$ cat src/rtl/armleocpu_operand_fetch.sv
// Operand-fetch stage: holds one decoded instruction, waits out RAW/WAW hazards
// tracked in a 32-entry in-flight scoreboard, reads the register file and hands off to execute.
module armleocpu_operand_fetch (
  input  logic        clk,
  input  logic        rst_n,

  input  logic        s_valid,
  output logic        s_ready,
  input  logic [31:0] s_pc,
  input  logic [31:0] s_instr,
  input  logic        s_rs1_used,
  input  logic        s_rs2_used,
  input  logic        s_rd_used,
  input  logic [4:0]  s_rs1_addr,
  input  logic [4:0]  s_rs2_addr,
  input  logic [4:0]  s_rd_addr,

  output logic        rs1_read,
  output logic        rs2_read,
  output logic [4:0]  rs1_addr,
  output logic [4:0]  rs2_addr,
  input  logic [31:0] rs1_rdata,
  input  logic [31:0] rs2_rdata,

  input  logic        wb_rd_write,
  input  logic [4:0]  wb_rd_addr,

  output logic        m_valid,
  input  logic        m_ready,
  output logic [31:0] m_pc,
  output logic [31:0] m_instr,
  output logic [31:0] m_rs1_data,
  output logic [31:0] m_rs2_data,
  output logic        m_rd_write,
  output logic [4:0]  m_rd_addr,

  input  logic        flush,
  input  logic        sb_clear
);

  localparam logic [1:0] ST_IDLE   = 2'd0;
  localparam logic [1:0] ST_HOLD   = 2'd1;
  localparam logic [1:0] ST_RDWAIT = 2'd2;
  localparam logic [1:0] ST_OUT    = 2'd3;

  logic [1:0]  r_state;
  logic [1:0]  w_state_next;

  logic [31:0] r_pc;
  logic [31:0] r_instr;
  logic        r_rs1_used;
  logic        r_rs2_used;
  logic        r_rd_used;
  logic [4:0]  r_rs1_addr;
  logic [4:0]  r_rs2_addr;
  logic [4:0]  r_rd_addr;
  logic        r_rs1_issued;
  logic        r_rs2_issued;
  logic [31:0] r_rs1_data;
  logic [31:0] r_rs2_data;

  logic [31:1] r_sb_bits;
  logic [31:0] w_sb;

  logic        w_rs1_need;
  logic        w_rs2_need;
  logic        w_rd_need;
  logic        w_hazard;
  logic        w_issue;
  logic        w_accept;
  logic        w_handshake;
  logic        w_sb_set;

  // x0 never has a write in flight, so its bit is hard-wired to zero.
  assign w_sb = {r_sb_bits, 1'b0};

  assign w_rs1_need = r_rs1_used && (r_rs1_addr != 5'd0);
  assign w_rs2_need = r_rs2_used && (r_rs2_addr != 5'd0);
  assign w_rd_need  = r_rd_used  && (r_rd_addr  != 5'd0);

  assign w_hazard = (w_rs1_need && w_sb[r_rs1_addr])
                 || (w_rs2_need && w_sb[r_rs2_addr])
                 || (w_rd_need  && w_sb[r_rd_addr]);

  assign w_issue  = (r_state == ST_HOLD) && !w_hazard && !flush;
  assign rs1_read = w_issue && w_rs1_need;
  assign rs2_read = w_issue && w_rs2_need;
  assign rs1_addr = r_rs1_addr;
  assign rs2_addr = r_rs2_addr;

  assign s_ready     = !flush && ((r_state == ST_IDLE) || ((r_state == ST_OUT) && m_ready));
  assign w_accept    = s_valid && s_ready;
  assign m_valid     = (r_state == ST_OUT);
  assign w_handshake = (r_state == ST_OUT) && m_ready && !flush;
  assign w_sb_set    = w_handshake && w_rd_need;

  assign m_pc       = r_pc;
  assign m_instr    = r_instr;
  assign m_rs1_data = r_rs1_data;
  assign m_rs2_data = r_rs2_data;
  assign m_rd_write = r_rd_used;
  assign m_rd_addr  = r_rd_addr;

  always_comb begin
    w_state_next = r_state;
    if (flush) begin
      w_state_next = ST_IDLE;
    end else begin
      case (r_state)
        ST_IDLE:   if (w_accept) w_state_next = ST_HOLD;
        ST_HOLD:   if (!w_hazard) w_state_next = ST_RDWAIT;
        ST_RDWAIT: w_state_next = ST_OUT;
        ST_OUT:    if (m_ready) w_state_next = w_accept ? ST_HOLD : ST_IDLE;
        default:   w_state_next = ST_IDLE;
      endcase
    end
  end

  always_ff @(posedge clk or negedge rst_n) begin
    if (!rst_n) begin
      r_state      <= ST_IDLE;
      r_pc         <= 32'd0;
      r_instr      <= 32'd0;
      r_rs1_used   <= 1'b0;
      r_rs2_used   <= 1'b0;
      r_rd_used    <= 1'b0;
      r_rs1_addr   <= 5'd0;
      r_rs2_addr   <= 5'd0;
      r_rd_addr    <= 5'd0;
      r_rs1_issued <= 1'b0;
      r_rs2_issued <= 1'b0;
      r_rs1_data   <= 32'd0;
      r_rs2_data   <= 32'd0;
    end else begin
      r_state      <= w_state_next;
      r_rs1_issued <= rs1_read;
      r_rs2_issued <= rs2_read;
      if (w_accept) begin
        r_pc       <= s_pc;
        r_instr    <= s_instr;
        r_rs1_used <= s_rs1_used;
        r_rs2_used <= s_rs2_used;
        r_rd_used  <= s_rd_used;
        r_rs1_addr <= s_rs1_addr;
        r_rs2_addr <= s_rs2_addr;
        r_rd_addr  <= s_rd_addr;
      end
      // Read data is valid the cycle after the enable; operands not read are forced to zero.
      if (r_state == ST_RDWAIT) begin
        r_rs1_data <= r_rs1_issued ? rs1_rdata : 32'd0;
        r_rs2_data <= r_rs2_issued ? rs2_rdata : 32'd0;
      end
    end
  end

  // Per-register in-flight bits: a completing handshake's set beats writeback and bulk clear.
  genvar gi;
  generate
    for (gi = 1; gi < 32; gi++) begin : g_sb
      always_ff @(posedge clk or negedge rst_n) begin
        if (!rst_n) begin
          r_sb_bits[gi] <= 1'b0;
        end else if (w_sb_set && (r_rd_addr == 5'(gi))) begin
          r_sb_bits[gi] <= 1'b1;
        end else if (sb_clear || (wb_rd_write && (wb_rd_addr == 5'(gi)))) begin
          r_sb_bits[gi] <= 1'b0;
        end
      end
    end
  endgenerate

endmodule

$ cat config.mk
export PLATFORM = sky130hd
export DESIGN_NAME = armleocpu_operand_fetch
export DESIGN_NICKNAME = d
export VERILOG_FILES = /design/src/rtl/armleocpu_operand_fetch.sv
export SDC_FILE = /design/constraint.sdc
export NUM_CORES = 1
export LEC_CHECK = 0
export CORE_ASPECT_RATIO = 1.75
export CORE_MARGIN = 2
export CORE_UTILIZATION = 30
export DETAILED_ROUTE_END_ITERATION = 10
export HOLD_SLACK_MARGIN = 0.02
export PLACE_DENSITY_LB_ADDON = 0.12
export SYNTH_ARGS = -nofsm -noshare
export SYNTH_HDL_FRONTEND = slang
export SYNTH_SLANG_ARGS = --single-unit
$ cat constraint.sdc
create_clock -name clk -period 7.5 [get_ports clk]
set_input_delay 2.25 -clock clk [delete_from_list [all_inputs] [get_ports clk]]
set_output_delay 2.25 -clock clk [all_outputs]
set_load 0.005 [all_outputs]
==> results.cfg <==
[finish]
drive_gt1_frac = 0.146
area_delta_synth_final_pct = 48.3
layout_commonest_cell = clkdlybuf4s50_1
final_cell_mix = 304 x clkdlybuf4s50_1, 181 x dfrtp_1, 89 x nand3_1, 85 x o21ai_0, 82 x mux2_2
fin_cells = 1340
diodes = 0
nets = 1161
post-route-util = 0.449
fin_area_um2 = 12100
nFillCells = 2588

[routing]
drtAntennaViolNets = 0
via_per_inst = 4.92
routed-via-count = 6592
wire_per_inst_um = 19.1
drc = 0
postRouteWirelength_mm = 25.6
drt-initial-drc-count = 310
dr.pass1.iters = 5

[clock_tree]
htree_levels = 4
cts_tree = built
post-cts-setup-buffers = 0
root_buffer = clkbuf_16
clk_latency_ns = 0.45
postCtsHoldBufs = 0
cts.sinks = 181
cts_resized = 0
clkSlewWorstSetupHoldPaths_ns = 0.07
cts_buffers = 17
clock_path_buffers = 2

[outcome]
status = finished, final reports clean

[timing]
min_period_ns = 6.10
worst_pin_slew_ns = 1.14
hold_viol_final = 0
fmax_mhz = 164
rsz0062_at_grt = no
maxSlewHeadroom = 0.237
tns_ns = 0
period_share = 0.813
skew_ns = 0.0102
setup_viol = 0
slew_viol_final = 0

[critical_path]
crit_path_end_kind = primary output
critPathSlowestCell = clkdlybuf4s50_1
worst_path_most_repeated_cell = clkdlybuf4s50_1
critPathRequiredTime_ns = 5.25
crit_type = in2out
cp.arrival_ns = 3.85
crit_fanout = 9
path_cells = clkdlybuf4s50_1 > buf_4 > nor4b_1 > clkdlybuf4s50_1
slowest_delay_ns = 0.63
worstSetupStartpointType = input pin

[global_routing]
groute.usage.overall = 0.180
grt_first_pass_wirelength_mm = 38.5
grt_max_degree = 94
grt_pass1_vias = 6621
grt-ovfl-total = 0
antenna_found_initial = 0

[synth]
avgSynthCellArea_um2 = 11.4
synth_edf_count = 0
post_synth_num_cell_types = 50
synth_top_area_share = 0.554
async_reset_ff_frac = 1.00
netlist_area_um2 = 8180
ys_seq_area_frac = 0.554
synth_top_area_cell = dfrtp_1
synth_seq_cells = 181
ys_warn_count = 0
synthCells = 715
yosys-top-cells-area = dfrtp_1 55%, mux2_2 11%, nand3_1 5.4%, o21ai_0 5.2%, mux4_2 5.0%
synth_flop_cell = dfrtp_1
synthesis.nets = 877

[pwr]
peakVddDrop_mv = 0.163
power.net_switching_mw = 1.32
power.density_nw_per_um2 = 346
p_int_mw = 2.88
pwr-share-seq = 0.393
swShare = 0.315
p_clk_frac = 0.228
combPwrFrac = 0.378
power_leakage_nw = 4.81

[floorplan]
fp-row-count = 80
chipWidth_um = 129
die-area_um2 = 28700
pin_count = 306
start_util = 0.303
coreArea_um2 = 27000
die_h_um = 222

[placed_design]
dpl.cell_count = 1308
dpl_cell_area_um2 = 11500
io_buffers = 305
dpl.hpwl_mm = 18.7
gp_congestion = 0.830

[worst_hold_path]
min_path_type = reg2reg

[job]
drv_cap = 0
==> power groups by stage <==
stage	clock [mW]	combinational (mW)	sequential (mW)
3_3_place_gp	0	1.61	1.66
2_1_floorplan	0	0.716	1.56
6_report	0.959	1.59	1.65
3_5_place_dp	0	1.61	1.68
4_1_cts	0.998	1.62	1.66
5_1_grt	1.03	1.72	1.71
==> flip-flops by register name (all words and copies together) (netlist names), 2 cells and up <==
name and count:
m_instr 32, m_pc 32, m_rd_addr 5, m_rs1_data 32, m_rs2_data 32, r_sb_bits 31
r_state 2, rs1_addr 5, rs2_addr 5
==> stage by stage <==
stage	worst slack (ns)	power (mW)	hold WS, ns
final	1.40	4.20	0.506
after CTS	1.38	4.28	0.509
after floorplan	2.40	2.28	0.481
after global placement	1.41	3.27	0.489
after global routing	1.22	4.47	0.514
after detailed placement	1.38	3.29	0.494
==> synth_stat cells (all sizes together) (2+ instances only) <==
library cell / number
nor2b: 7
dfrtp: 181
or2: 3
ha: 4
buf: 11
and3: 2
o41ai: 2
nand4: 2
mux4: 19
nand3: 89
nor3: 5
mux2: 85
nor2: 10
nor4b: 2
nand3b: 3
nor4: 3
nand2: 28
inv: 72
a211oi: 2
o311ai: 6
nand2b: 11
a221oi: 2
o21ai: 96
mux2i: 11
clkbuf: 36
o211ai: 11
==> metal layers <==
metal	part of all wire	vias up	GRT usage
li1	-	3101	-
met2	0.54	234	0.323
met4	0.030	0	0.0768
met5	0	-	0
met1	0.37	3216	0.195
met3	0.066	41	0.0496
==> logic make-up (layout without fill, tap and decap cells) <==
logic type	after synthesis	after routing	share of synthesized area
flip-flops	181	181	0.554
AND/OR/NAND/NOR	166	166	0.103
AO/OA/AOI/OAI	130	130	0.0944
buffers and inverters	119	416	0.0593
adder cells (fa/ha/maj)	4	4	0.00612
multiplexers	115	115	0.184
==> worst paths after layout <==
| kind | from | endpoint | slack [ns] | depth (start not counted) |
|---|---|---|---|---|
| min in group asynchronous | rst_n | m_rs1_data[30] | 1.77 | 1 |
| min | m_instr[11] | m_instr[11] | 0.51 | 1 |
| max in group asynchronous | rst_n | m_pc[20] | 4.47 | 2 |
| min reg2reg | m_instr[11] | m_instr[11] | 0.51 | 1 |
| max | flush | rs2_read | 1.40 | 4 |
| max reg2reg | r_state[0] | m_instr[2] | 4.72 | 7 |
==> cell type report <==
| cell class | instances | area, um2 | area share |
|---|---|---|---|
| clock buffers | 22 | 484 | 0.0399 |
| clock inverters | 10 | 144 | 0.0119 |
| inverters | 72 | 270 | 0.0223 |
| multi-input cells | 415 | 3180 | 0.262 |
| flip-flops and latches | 181 | 4530 | 0.373 |
| well taps | 328 | 410 | 0.0338 |
| repair buffers | 312 | 3110 | 0.256 |
==> critical path: cells and delay by family <==
family	cells	cell delay, ns
buf+inv	3	1.21
simple gates	1	0.39
Power figures use the tool's default switching activity.
==> RTL edit, RTL diff (config.mk and constraints unchanged) <==
Reset style: synchronous (`rst_n`), changed in 2 clocked blocks.
--- a/src/rtl/armleocpu_operand_fetch.sv
+++ b/src/rtl/armleocpu_operand_fetch.sv
@@ -118,3 +118,3 @@
 
-  always_ff @(posedge clk or negedge rst_n) begin
+  always_ff @(posedge clk) begin
     if (!rst_n) begin
@@ -159,3 +159,3 @@
     for (gi = 1; gi < 32; gi++) begin : g_sb
-      always_ff @(posedge clk or negedge rst_n) begin
+      always_ff @(posedge clk) begin
         if (!rst_n) begin
Check against the original RTL: differs if rst_n is asserted again (counterexample within 4 cycles, from zero or initial values and one cycle with rst_n low); with rst_n held inactive, the same outputs for 4 cycles.
==> RTL edit against the unedited design <==
  * Highest routed layer unchanged
  * Sequential cell count did not move
  * Routed wire length rose by 4.0%
  * Cell area fell by 1.8%
  * Critical path type unchanged
  * Synthesized area fell by 0.58%
  * Largest cell class is now multi-input gates
  * Worst hold slack got worse by 0.046 ns
  * Final cell count rose by 14%
  * Non-clock buffer count fell by 1
  * Setup slack got worse by 0.039 ns
  * Synthesized cell count rose by 30%
Power is not compared: it rests on default switching activity, and its combinational part moved more than twofold at a synthesized area within 25%.
==> RTL edit: results (changes against the unedited design) <==
| Metric | Value |
|---|---|
| Placed Area | `0.01135 sq mm (was 0.01150 sq mm)` |
| Vias in the first global route | `7,112 (was 6,621)` |
| Initial DRT Pass Iterations | `4 (was 5)` |
| Largest net degree at the start of global routing | `106 (was 94)` |
| Synthesized Nets | `1,096 (was 877)` |
| Worst R2R Setup Slack | `4.58 ns (was 4.72 ns)` |
| First-pass GRT wire length | `40.59 mm (was 38.54 mm)` |
| Multi-input combinational area share | `35.27% (was 26.25%)` |
| Worst r2r src | `m_rd_addr[0]$_SDFFE_PN0P_ (was r_state[0]$_DFFE_PN0P_)` |
| WP data arrival | `3.89 ns (was 3.85 ns)` |
| Clk cell area share | `4.727% (was 5.177%)` |
| Clock Skew | `0.009253 ns (was 0.01022 ns)` |
| Share of layout cells above drive strength 1 | `4.564% (was 14.62%)` |
| DRT iter0 DRCs | `347 (was 310)` |
| Crit path to | `rs1_read (was rs2_read)` |
| FILL cells | `2,626 (was 2,588)` |
| Nonclk buf count | `311 (was 312)` |
| Sequential share of the synthesized area | `44.55% (was 55.36%)` |
| Worst Hold End | `m_pc[26]$_SDFFE_PN0P_ (was m_instr[11]$_DFFE_PN0P_)` |
| GP Congestion | `0.8059 (was 0.8298)` |
| Clock buffer cells | `25 (was 22)` |
| Mux share of post-synthesis cell area | `7.906% (was 18.37%)` |
| Total track usage | `18.55% (was 17.96%)` |
| Cell count after placement | `1,498 (was 1,308)` |
| Mapped Avg Cell Area | `8.718 sq um (was 11.44 sq um)` |
| Worst hold stages | `2 (was 1)` |
| Detailed Place HPWL | `19.31 mm (was 18.70 mm)` |
| Adder-cell share of the synthesized area | `0.7691% (was 0.6117%)` |
| Hold Worst Slack | `0.4599 ns (was 0.5064 ns)` |
| #MultiIn Comb | `677 (was 415)` |
| # rows | `79 (was 80)` |
| Inverters excl. clock | `5 (was 72)` |
| Status | `finished clean (unchanged)` |
| PnR worst setup slack | `1.362 ns (was 1.401 ns)` |
| DR vias | `7,298 (was 6,592)` |
| Yosys cell types | `39 (was 50)` |
RTL edit: cell types whose count changed after synthesis, sizes merged, moves of 65 or more:
| cell | change |
|---|---|
| nor2b | +134 |
| inv | -67 |
| dfrtp | -181 |
| mux2 | -82 |
| a21boi | +87 |
| nand2 | +165 |
| a21oi | +65 |
| o21ai | -73 |
| dfxtp | +181 |
RTL edit: worst max-delay path: stages:
cell	delay [ns]
clkdlybuf4s50_1	0.56
nand3b_1	0.25
nor3_1	0.25
clkdlybuf4s50_1	0.58
RTL edit: per-layer routing:
metal / share of wire [%] / routed length (um) / vias up / global-route usage, %
met5: 0 / 0 / - / 0
met1: 37 / 9934 / 3329 / 19.14
met3: 6.4 / 1710 / 45 / 5.309
li1: - / - / 3676 / -
met2: 52 / 13810 / 248 / 33.30
met4: 4.3 / 1136 / 0 / 9.819
